$ cat config.mk
export PLATFORM = sky130hd
export DESIGN_NAME = axis_pkt_arbiter
export DESIGN_NICKNAME = d
export VERILOG_FILES = /design/src/rtl/axis_pkt_arbiter_pkg.sv /design/src/rtl/axis_pkt_arb_prio.sv /design/src/rtl/axis_pkt_arbiter.sv
export SDC_FILE = /design/constraint.sdc
export NUM_CORES = 1
export LEC_CHECK = 0
export CORE_AREA = 5 5 45 47
export CTS_CLUSTER_SIZE = 12
export DETAILED_ROUTE_END_ITERATION = 6
export DIE_AREA = 0 0 50 52
export PLACE_DENSITY_LB_ADDON = 0.1
export REMOVE_ABC_BUFFERS = 1
export SYNTH_ARGS = -nofsm -noshare
export SYNTH_HDL_FRONTEND = slang
export SYNTH_SLANG_ARGS = --single-unit
$ cat constraint.sdc
create_clock -name clk -period 3.2 [get_ports clk]
set_input_delay 0.8 -clock clk [delete_from_list [all_inputs] [get_ports clk]]
set_output_delay 0.8 -clock clk [all_outputs]
set_load 0.01 [all_outputs]
$ cat src/rtl/axis_pkt_arbiter_pkg.sv
// axis_pkt_arbiter shared definitions
// arbitration type codes and select-width helper
package axis_pkt_arbiter_pkg;

    localparam int ARB_FIXED = 0;
    localparam int ARB_RR    = 1;

    // mux select width, never below one bit
    function automatic int sel_w(input int n);
        return (n < 2) ? 1 : $clog2(n);
    endfunction

endpackage

$ cat src/rtl/axis_pkt_arb_prio.sv
// axis_pkt_arb_prio: masked priority encoder
// request & mask -> one-hot winner, encoded index, valid
import axis_pkt_arbiter_pkg::*;

module axis_pkt_arb_prio #(
    parameter int PORTS    = 4,
    parameter bit LSB_HIGH = 1'b1,
    parameter int SW       = sel_w(PORTS)
) (
    input  logic [PORTS-1:0] request,
    input  logic [PORTS-1:0] mask,
    output logic [PORTS-1:0] onehot,
    output logic [SW-1:0]    encoded,
    output logic             valid
);

    logic [PORTS-1:0] masked;

    // later loop iterations overwrite earlier ones, so scan order picks the winner
    always_comb begin
        masked  = request & mask;
        valid   = |masked;
        onehot  = '0;
        encoded = '0;
        if (LSB_HIGH) begin
            for (int i = PORTS - 1; i >= 0; i--) begin
                if (masked[i]) begin
                    onehot    = '0;
                    onehot[i] = 1'b1;
                    encoded   = SW'(i);
                end
            end
        end else begin
            for (int i = 0; i < PORTS; i++) begin
                if (masked[i]) begin
                    onehot    = '0;
                    onehot[i] = 1'b1;
                    encoded   = SW'(i);
                end
            end
        end
    end

endmodule

$ cat src/rtl/axis_pkt_arbiter.sv
// axis_pkt_arbiter: packet-level arbiter for one switch output
// holds each grant from first beat to tlast; stall watchdog on grantee
import axis_pkt_arbiter_pkg::*;

module axis_pkt_arbiter #(
    parameter int PORTS                 = 4,
    parameter int ARB_TYPE_ROUND_ROBIN  = 1,
    parameter bit ARB_LSB_HIGH_PRIORITY = 1'b1,
    parameter int STALL_TIMEOUT         = 0
) (
    input  logic                       clk,
    input  logic                       rst,
    input  logic [PORTS-1:0]           s_axis_tvalid,
    input  logic [PORTS-1:0]           s_axis_tlast,
    output logic [PORTS-1:0]           s_axis_tready,
    input  logic                       m_axis_tready,
    output logic                       m_axis_tvalid,
    output logic [PORTS-1:0]           grant,
    output logic                       grant_valid,
    output logic [$clog2(PORTS)-1:0]   grant_encoded,
    output logic                       stall_err
);

    localparam int SW = sel_w(PORTS);

    // grant_valid is the state; no separate state register
    localparam logic [0:0] ST_IDLE   = 1'b0;
    localparam logic [0:0] ST_ACTIVE = 1'b1;

    // MSB-high rotation mirrors LSB-high: highest index first after reset
    localparam logic [SW-1:0] LAST_RST =
        ARB_LSB_HIGH_PRIORITY ? SW'(PORTS - 1) : '0;

    logic [SW-1:0]    last;
    logic [PORTS-1:0] rr_mask;
    logic [PORTS-1:0] m_onehot, a_onehot, sel_onehot;
    logic [SW-1:0]    m_enc, a_enc, sel_enc;
    logic             m_valid, a_valid;
    logic             beat, rel, load;

    // ports strictly after the last grantee in rotation order
    always_comb begin
        rr_mask = '0;
        for (int i = 0; i < PORTS; i++) begin
            if (ARB_LSB_HIGH_PRIORITY)
                rr_mask[i] = (i > int'(last));
            else
                rr_mask[i] = (i < int'(last));
        end
    end

    axis_pkt_arb_prio #(
        .PORTS    (PORTS),
        .LSB_HIGH (ARB_LSB_HIGH_PRIORITY),
        .SW       (SW)
    ) u_prio_masked (
        .request (s_axis_tvalid),
        .mask    (rr_mask),
        .onehot  (m_onehot),
        .encoded (m_enc),
        .valid   (m_valid)
    );

    axis_pkt_arb_prio #(
        .PORTS    (PORTS),
        .LSB_HIGH (ARB_LSB_HIGH_PRIORITY),
        .SW       (SW)
    ) u_prio_all (
        .request (s_axis_tvalid),
        .mask    ({PORTS{1'b1}}),
        .onehot  (a_onehot),
        .encoded (a_enc),
        .valid   (a_valid)
    );

    // winner select, release detection and handshake gating
    always_comb begin
        if (ARB_TYPE_ROUND_ROBIN == ARB_RR && m_valid) begin
            sel_onehot = m_onehot;
            sel_enc    = m_enc;
        end else begin
            sel_onehot = a_onehot;
            sel_enc    = a_enc;
        end
        s_axis_tready = grant & {PORTS{m_axis_tready}};
        m_axis_tvalid = grant_valid & |(s_axis_tvalid & grant);
        beat = m_axis_tvalid & m_axis_tready;
        rel  = (grant_valid == ST_ACTIVE) & beat
             & s_axis_tlast[grant_encoded];
        load = ((grant_valid == ST_IDLE) | rel) & a_valid;
    end

    // grant register: load winner, hold through packet, drop when idle
    always_ff @(posedge clk or posedge rst) begin
        if (rst) begin
            grant         <= '0;
            grant_valid   <= 1'b0;
            grant_encoded <= '0;
            last          <= LAST_RST;
        end else if (load) begin
            grant         <= sel_onehot;
            grant_valid   <= 1'b1;
            grant_encoded <= sel_enc;
            last          <= sel_enc;
        end else if (rel) begin
            grant       <= '0;
            grant_valid <= 1'b0;
        end
    end

    if (STALL_TIMEOUT > 0) begin : g_wd
        localparam int CW = $clog2(STALL_TIMEOUT + 1);
        localparam logic [CW-1:0] TO   = CW'(STALL_TIMEOUT);
        localparam logic [CW-1:0] TO_1 = CW'(STALL_TIMEOUT - 1);

        logic [CW-1:0] cnt;
        logic          idle;

        assign idle = grant_valid & ~s_axis_tvalid[grant_encoded];

        // count idle grantee cycles; pulse once on reaching the limit
        always_ff @(posedge clk or posedge rst) begin
            if (rst) begin
                cnt       <= '0;
                stall_err <= 1'b0;
            end else begin
                stall_err <= 1'b0;
                if (!grant_valid || beat || load) begin
                    cnt <= '0;
                end else if (idle && cnt != TO) begin
                    cnt       <= cnt + 1'b1;
                    stall_err <= (cnt == TO_1);
                end
            end
        end
    end else begin : g_no_wd
        assign stall_err = 1'b0;
    end

endmodule

==> impl_metrics.json, run 1 <==
{
  "status": "completed",
  "mostFrequentLayoutCell": "clkdlybuf4s50_1",
  "synthMuxAreaShare_pct": 16.1,
  "core_area_sq_um": 1610,
  "avgSynthCellArea_sq_um": 9.39,
  "p_leak_nw": 0.383,
  "crit_path_start_kind": "input port",
  "min_period_over_period_pct": 92.2,
  "cts_tree": "built",
  "synth_xor_area_share_pct": 0,
  "grt_pass1_vias": 606,
  "grt_antenna_before_repair": 0,
  "critPathArrivalTime_ns": 2.15,
  "syn2layout_area_growth_pct": 40.0,
  "cts_inserted_buffers": 3,
  "grt_usage_pct": 14.1,
  "clockBufferDepth": 2,
  "finalHoldViolCount": 0,
  "syn_inst": 71,
  "p_per_area_nw_per_um2": 736,
  "synth.top_cell.area_share_pct": 26.3,
  "seq_area_frac_synth_pct": 34.1,
  "row_count": 15,
  "finClkSkew_ns": 0.00472,
  "finalWeightedCongestion": 0.842,
  "critical_path.top_delay_family": "buffers and inverters",
  "path_cells": "clkdlybuf4s50_1 > a22o_1 > o21a_1 > clkdlybuf4s50_1",
  "h-tree-depth": 1,
  "die_area_sq_um": 2600,
  "cpMostUsedCell": "clkdlybuf4s50_1",
  "cts_sinks": 9,
  "vias_per_cell": 5.28,
  "cp_max_fo": 2,
  "critPathSlowestCell": "clkdlybuf4s50_1",
  "post_cts_buffers": 0,
  "max_freq_mhz": 339,
  "rsz0062_at_grt": "false",
  "die_h_um": 52,
  "synth_top_family_by_area": "compound AO/OA/AOI/OAI gates",
  "slowest_delay_ns": 0.47,
  "ctsResizeCount": 0,
  "synth.distinct_cells": 29,
  "cp.required_ns": 2.40,
  "drtIter0Drc": 4,
  "cts_root_buf": "clkbuf_4",
  "syn_area_sq_um": 667,
  "vias": 591,
  "drv_slew": 0,
  "peakVddDrop_mv": 0.416,
  "die_w_um": 50,
  "clk_latency_ns": 0.27,
  "dp_hpwl_mm": 1.25,
  "worst-path-buf-inv": 2,
  "yosysTopAreaCell": "dfrtp_1",
  "crit_type": "in2out",
  "fin_crit_ns": 2.95,
  "synth_compound_area_share_pct": 25.1,
  "drive_gt1_share_pct": 15.8,
  "grt_start_max_net_pins": 11,
  "cap_violations": 0,
  "grt-ovfl-total": 0,
  "end_kind": "primary output",
  "final_cell_mix": "clkdlybuf4s50_1, inv_1, mux2i_1, dfrtp_1, nand2_1",
  "hold_class": "reg2reg",
  "instances_no_fill": 112,
  "grt_pass1_wl_mm": 2.73,
  "clkTransAtPathRegs_ns": 0.07,
  "drc": 0,
  "nets": 107,
  "setup_viol": 0,
  "synth-simple-area-share_pct": 14.8,
  "finalWirelength_mm": 1.64,
  "detail-route-antenna-nets": 0,
  "design.portCount": 24,
  "fill_cells": 140,
  "yosys_warnings": 0,
  "hold_ws_ns": 0.548,
  "drtPass1Iterations": 4,
  "cts_hold_buf": 0,
  "io_buffers": 22,
  "initial_core_util_pct": 41.3,
  "diodes": 0,
  "ys_ff_latch": 9,
  "setup_tns_ns": 0,
  "dp.cells": 108,
  "synthAdderAreaFrac_pct": 0,
  "ys_top_cells_by_area": "dfrtp_1, mux2i_1, dfstp_2",
  "avgRoutedWirePerCell_um": 14.7
}
==> worst reg2reg max path: cells and delay by family (launching register included) <==
kind,cells,cell delay [ns]
AOI/OAI and AO/OA,2,0.28
DFF,1,0.39
muxes,2,0.84
==> synthesized netlist by cell type <==
cell,instances
dfrtp_1,7
nor2_1,3
buf_2,4
inv_1,8
nand2b_1,1
dfstp_2,2
nor4_4,1
o21bai_1,1
nor2b_1,2
o21a_1,2
conb_1,1
nand2_1,6
mux2_4,1
o21ai_4,1
a21boi_0,2
o221ai_1,2
o221a_2,1
o21ai_0,2
o22ai_1,1
mux4_2,1
a22o_1,2
a311o_1,1
a21oi_1,4
buf_4,1
clkbuf_1,1
mux2i_1,7
and2_1,4
a2bb2oi_1,1
o211ai_2,1
==> final timing paths <==
path | slack, ns | cells past startpoint | start | end
max | 0.25 | 4 | s_axis_tvalid[1] | m_axis_tvalid
min | 0.55 | 2 | grant_encoded[1] | grant_encoded[1]
max reg2reg | 1.57 | 4 | grant_encoded[0] | grant[3]
min reg2reg | 0.55 | 2 | grant_encoded[1] | grant_encoded[1]
max in group asynchronous | 2.08 | 2 | rst | last[0]
min in group asynchronous | 0.81 | 2 | rst | grant_valid
==> cell families after synthesis <==
| logic type | count (synthesis) |
|---|---|
| muxes | 9 |
| DFF | 9 |
| and+or+nand+nor | 17 |
| other | 1 |
| buffers and inverters | 14 |
| AOI/OAI and AO/OA | 21 |
==> metrics by stage <==
step	total power, mW	instance area, sq um	worst slack (ns)	utilization, %
floorplan	0.432	636	1.16	-
global placement	0.593	907	0.232	56.2
detailed placement	0.600	907	0.236	56.2
CTS	0.696	933	0.233	57.8
global route	0.740	933	0.203	57.8
finish	0.687	933	0.250	57.8
==> state kept, by name, indices dropped and copies added, names as in the netlist <==
register	count
grant	4
last	2
grant_encoded	2
grant_valid	1
==> per-layer routing <==
metal	part of all wire [%]	up-vias	track usage, %
li1	-	296	-
met1	43	283	14.9
met2	52	10	24.7
met3	4.4	2	4.01
met4	0.85	0	7.86
met5	0	-	0
==> power by group <==
group	switching, mW	internal [mW]	leakage, nW
clock	0.0444	0.0482	0.0150
combinational	0.152	0.209	0.263
sequential	0.0614	0.171	0.105
total	0.258	0.429	0.383
==> cell type report <==
type	instances	area, sq um	area share [%]
timing repair buffer	26	250	26.8
inverter	8	30.0	3.22
multi-input combinational	48	378	40.5
tap	17	21.3	2.28
clock buffer	4	26.3	2.82
sequential	9	228	24.4
Power figures use the tool's default switching activity.
==> run 2, diff against run 1 <==
--- a/config.mk
+++ b/config.mk
@@ -5,12 +5,13 @@
 export SDC_FILE = /design/constraint.sdc
 export NUM_CORES = 1
 export LEC_CHECK = 0
-export CORE_AREA = 5 5 45 47
+export CORE_AREA = 5 5 44 56
 export CTS_CLUSTER_SIZE = 12
 export DETAILED_ROUTE_END_ITERATION = 6
-export DIE_AREA = 0 0 50 52
+export DIE_AREA = 0 0 49 61
 export PLACE_DENSITY_LB_ADDON = 0.1
 export REMOVE_ABC_BUFFERS = 1
 export SYNTH_ARGS = -nofsm -noshare
 export SYNTH_HDL_FRONTEND = slang
+export SYNTH_HIERARCHICAL = 1
 export SYNTH_SLANG_ARGS = --single-unit
==> run 2 against run 1 <==
  * Total power increased by 34%
  * Worst hold slack got worse by 0.011 ns
  * Sequential share of layout area decreased by 5.6 points
  * Core utilization increased by 6.3 points
  * Routed wire length increased by 55%
  * Count of clock-buffer cells in the layout unchanged
  * Fmax decreased by 4.7%
  * Non-clock buffer count increased by 3
  * Flip-flop and latch count unchanged
  * Via count increased by 62%
  * Die area increased by 15%
  * Largest cell class unchanged
  * Largest power group unchanged
==> impl_metrics.json, run 2 <==
{
  "clockBufferDepth": 2,
  "drtIter0Drc": 20,
  "p_per_area_nw_per_um2": 758,
  "drv_slew": 0,
  "power_switching_mw": 0.389,
  "mostFrequentLayoutCell": "clkdlybuf4s50_1",
  "row_count": 18,
  "critPathArrivalTime_ns": 2.30,
  "ys.flop_type": "dfrtp_1",
  "crit_path_start_kind": "input port",
  "cts_inserted_buffers": 3,
  "final_cell_mix": "clkdlybuf4s50_1, nand2_1, nor2_1",
  "total_power_mw": 0.920,
  "yosys-top-cells-count": "nand2_1, nor2_1, dfrtp_1, o211ai_1",
  "vias": 960,
  "drive_gt1_share_pct": 17.6,
  "cts_tree": "built",
  "hold_class": "reg2reg",
  "crit_type": "in2out",
  "yosysTopAreaCell": "dfrtp_1",
  "post_cts_buffers": 0,
  "regMostFlops": "grant",
  "cts_sinks": 9,
  "max_slew_margin_pct": 66.3,
  "finalWeightedCongestion": 0.831,
  "clkTransAtPathRegs_ns": 0.07,
  "syn_area_sq_um": 902,
  "syn_inst": 115,
  "die_h_um": 61,
  "rsz0062_at_grt": "false",
  "h-tree-depth": 1,
  "reg_top3": "grant (4), grant_encoded (2), last (2)",
  "yosysMostFrequentCell": "nand2_1",
  "power.internal_mw": 0.531,
  "cp-startpoint": "s_axis_tvalid[2]",
  "grt_start_max_net_pins": 20,
  "cap_violations": 0,
  "core_area_sq_um": 1890,
  "tightest_slew_ns": 0.505,
  "setup_viol": 0,
  "reg2reg_to": "grant_encoded[0]",
  "seq_area_frac_synth_pct": 25.2,
  "design.portCount": 24,
  "avgSynthCellArea_sq_um": 7.84,
  "min_period_over_period_pct": 96.7,
  "multi_input_area_sq_um": 639,
  "r2r_slack_ns": 1.21,
  "cp.required_ns": 2.40,
  "ff_latch_area_sq_um": 228,
  "final_area_sq_um": 1210,
  "io_buffers": 22,
  "cts_root_buf": "clkbuf_4",
  "p_leak_nw": 0.540,
  "ctsResizeCount": 0,
  "detail-route-antenna-nets": 0,
  "grt_pass1_vias": 941,
  "setup_tns_ns": 0,
  "syn2layout_area_growth_pct": 34.5,
  "drc": 0,
  "diodes": 0,
  "synth.distinct_cells": 36,
  "synth.top_cell.area_share_pct": 19.4,
  "end_kind": "primary output",
  "cts_hold_buf": 0,
  "vias_per_cell": 5.71,
  "finClkSkew_ns": 0.00241,
  "finalHoldViolCount": 0,
  "initial_core_util_pct": 47.7,
  "finalWirelength_mm": 2.55,
  "grt_pass1_wl_mm": 4.35,
  "combPwrFrac_pct": 62.7,
  "grt-ovfl-total": 0,
  "fin_util_pct": 64.2,
  "grt_antenna_before_repair": 0,
  "hold_ws_ns": 0.537,
  "die_w_um": 49,
  "nets": 160,
  "avgRoutedWirePerCell_um": 15.2,
  "dp_hpwl_mm": 2.05,
  "largest_reg_flops": 4,
  "grt_usage_pct": 18.4,
  "sw_frac_of_total_pct": 42.3,
  "cp-endpoint": "m_axis_tvalid",
  "ys_ff_latch": 9,
  "status": "completed",
  "ys_top_cells_by_area": "dfrtp_1, mux2i_1, dfstp_2",
  "placed_area_sq_um": 1190,
  "p_clk_share_pct": 10.0,
  "synth_edf_count": 0,
  "fin_crit_ns": 3.10,
  "die_area_sq_um": 2990,
  "r2r_cells": 7,
  "cp_max_fo": 4,
  "yosys_warnings": 6,
  "peakVddDrop_mv": 0.557,
  "max_freq_mhz": 323,
  "r2r-start": "last[0]",
  "seqPwrFrac_pct": 27.3,
  "fill_cells": 178,
  "drtPass1Iterations": 4,
  "ys_async_sr_fraction_pct": 100,
  "clk_latency_ns": 0.26
}
==> run 2: cell count changes after synthesis, moves of 4 or more <==
cell | previous run | this run
nand3_1 | 0 | 4
a31oi_1 | 0 | 5
nand2_1 | 6 | 14
o211ai_1 | 0 | 7
o21ai_0 | 2 | 6
nor2_1 | 3 | 11
==> run 2: routing by layer <==
layer | part of all wire [%] | vias up | GRT usage [%]
met5 | 0 | - | 0
li1 | - | 470 | -
met3 | 5.1 | 5 | 1.97
met2 | 52 | 32 | 34.7
met1 | 41 | 453 | 22.0
met4 | 1.6 | 0 | 5.77
==> run 2: how the worst min path moves through the flow <==
stage	from	to	slack, ns	cells past startpoint
floorplan	last[0]	last[0]	0.50	2
global route	last[0]	last[0]	0.56	2
detailed placement	last[1]	last[1]	0.53	2
global placement	last[0]	last[0]	0.53	2
CTS	last[1]	last[1]	0.54	2
finish	last[0]	last[0]	0.54	2
==> run 2: worst max-delay path, stage by stage <==
cell	delay (ns)
clkdlybuf4s50_1	0.43
a22o_4	0.28
nor2_2	0.12
and2b_1	0.19
clkdlybuf4s50_1	0.47
==> run 2: power groups by stage <==
stage	registers [mW]	logic [mW]	clock network [mW]
floorplan	0.250	0.333	0
global placement	0.249	0.569	0
detailed placement	0.253	0.575	0
CTS	0.251	0.579	0.0938
global route	0.262	0.626	0.101
finish	0.251	0.577	0.0920
==> run 2: final cells by class <==
cell class,instances,area share [%]
Inverter,6,1.86
Sequential cell,9,18.8
Multi-Input combinational cell,100,52.7
Clock buffer,4,2.16
Timing Repair Buffer,29,22.5
Tap cell,20,2.06
==> run 2: cell families after synthesis <==
| family | Yosys count | synth area share (%) |
|---|---|---|
| flops | 9 | 25.2 |
| buf+inv | 12 | 6.38 |
| mux | 9 | 10.4 |
| other cells | 2 | 0.832 |
| simple gates | 52 | 30.4 |
| compound gates | 31 | 26.8 |
==> run 2: metrics by stage <==
step | worst slack, ns | instances
global route | 0.0475 | 168
detailed placement | 0.108 | 164
CTS | 0.0949 | 168
global placement | 0.100 | 164
floorplan | 0.841 | 115
finish | 0.105 | 168
==> run 3, diff against run 2 <==
--- a/config.mk
+++ b/config.mk
@@ -9,7 +9,9 @@
 export CTS_CLUSTER_SIZE = 12
 export DETAILED_ROUTE_END_ITERATION = 6
 export DIE_AREA = 0 0 49 61
+export GPL_ROUTABILITY_DRIVEN = 0
 export PLACE_DENSITY_LB_ADDON = 0.1
+export RECOVER_POWER = 100
 export REMOVE_ABC_BUFFERS = 1
 export SYNTH_ARGS = -nofsm -noshare
 export SYNTH_HDL_FRONTEND = slang
==> run 3 against run 2 <==
  * First-iteration DRC count up 15%
  * Non-clock buffer count stayed put
  * Worst hold slack got worse by 0.0022 ns
  * Critical endpoint unchanged
==> impl_metrics.json, run 3 (synthesis results as in run 2) <==
{
  "status": "completed",
  "finClkSkew_ns": 0.00174,
  "dp_hpwl_mm": 1.92,
  "min_period_over_period_pct": 97.3,
  "ctsResizeCount": 0,
  "regMostFlops": "grant",
  "post_cts_buffers": 0,
  "grt-ovfl-total": 0,
  "clk_latency_ns": 0.26,
  "r2r_slack_ns": 1.15,
  "peakVddDrop_mv": 0.394,
  "pre_cts_ws_ns": 0.104,
  "drtPass1Iterations": 4,
  "hold_class": "reg2reg",
  "reg2reg_to": "grant[0]",
  "max_freq_mhz": 321,
  "r2r_cells": 7,
  "grt_antenna_before_repair": 0,
  "cp.required_ns": 2.40,
  "cp-startpoint": "s_axis_tvalid[2]",
  "setup_tns_ns": 0,
  "avgRoutedWirePerCell_um": 14.5,
  "fin_util_pct": 63.2,
  "cts_tree": "built",
  "clkTransAtPathRegs_ns": 0.06,
  "drv_slew": 0,
  "met1_usage_pct": 20.8,
  "drive_gt1_share_pct": 15.5,
  "grt_pass1_wl_mm": 4.05,
  "grt_pass1_vias": 943,
  "io_buffers": 22,
  "cts_root_buf": "clkbuf_4",
  "drtIter0Drc": 23,
  "vias_per_cell": 5.65,
  "vias": 949,
  "cts_inserted_buffers": 3,
  "largest_reg_flops": 4,
  "drc": 0,
  "cp-endpoint": "m_axis_tvalid",
  "fin_crit_ns": 3.11,
  "hold_depth": 2,
  "grt_start_max_net_pins": 20,
  "p_leak_nw": 0.533,
  "top_usage_layer": "met2",
  "grt_usage_pct": 17.6,
  "critPathArrivalTime_ns": 2.31,
  "detail-route-antenna-nets": 0,
  "syn2layout_area_growth_pct": 32.5,
  "nets": 160,
  "design.portCount": 24,
  "hold_ws_ns": 0.535,
  "total_power_mw": 0.880,
  "h-tree-depth": 1,
  "clockBufferDepth": 2,
  "cts_sinks": 9,
  "end_kind": "primary output",
  "cap_violations": 0,
  "diodes": 0,
  "r2r-start": "last[0]",
  "reg_top3": "grant (4), grant_encoded (2), last (2)",
  "die_h_um": 61,
  "row_count": 18,
  "finalWirelength_mm": 2.43,
  "mostFrequentLayoutCell": "nand2_1",
  "met3_usage_pct": 2.95,
  "p_per_area_nw_per_um2": 736,
  "crit_path_start_kind": "input port",
  "final_cell_mix": "nand2_1, dlygate4sd3_1, nor2_1",
  "core_area_sq_um": 1890,
  "finalHoldViolCount": 0,
  "rsz0062_at_grt": "false",
  "grtUsageMet2_pct": 32.1,
  "cts_hold_buf": 0,
  "cp_max_fo": 4,
  "worst_slack_ns": 0.0854,
  "initial_core_util_pct": 47.7,
  "die_area_sq_um": 2990,
  "setup_viol": 0,
  "crit_type": "in2out",
  "die_w_um": 49
}
run 3: cell count changes in the layout (fill, tap and decap cells not counted), sizes merged:
cell | before | now
clkbuf | 4 | 7
clkdlybuf4s50 | 22 | 10
dlygate4sd3 | 0 | 12
buf | 7 | 4
run 3: critical path, cell delays in order:
cell,delay [ns]
clkdlybuf4s50_1,0.42
a22o_2,0.29
nor2_2,0.14
and2b_1,0.19
clkdlybuf4s50_1,0.47
run 3: through the flow:
step / instance area, sq um / std cells
final: 1190 / 168
after global routing: 1190 / 168
after CTS: 1210 / 168
after detailed placement: 1190 / 164
after global placement: 1190 / 164
after floorplan: 890 / 115
run 3: worst min-delay path by stage:
| stage | startpoint | end | slack, ns |
|---|---|---|---|
| 2_1_floorplan | last[0] | last[0] | 0.50 |
| 3_3_place_gp | last[0] | last[0] | 0.53 |
| 3_5_place_dp | last[1] | last[1] | 0.53 |
| 4_1_cts | last[1] | last[1] | 0.54 |
| 5_1_grt | last[0] | last[0] | 0.57 |
| 6_report | last[1] | last[1] | 0.53 |
run 3: layout make-up:
cell class	instances	area, sq um
fillers	185	697
flip-flops and latches	9	228
well taps	20	25.0
repair buffers	29	262
inverters	6	22.5
clock buffers	4	26.3
multi-input cells	100	632
run 3: power breakdown:
part	internal [mW]	switching (mW)	leakage [nW]
Sequential	0.174	0.0723	0.101
Combinational	0.280	0.263	0.418
Clock	0.0482	0.0417	0.0150
Total	0.503	0.377	0.533
run 3: routing by layer:
metal | wire length (um) | up-vias
met1 | 1030 | 438
met4 | 43 | 0
met2 | 1240 | 35
li1 | - | 471
met3 | 116 | 5
met5 | 0 | -
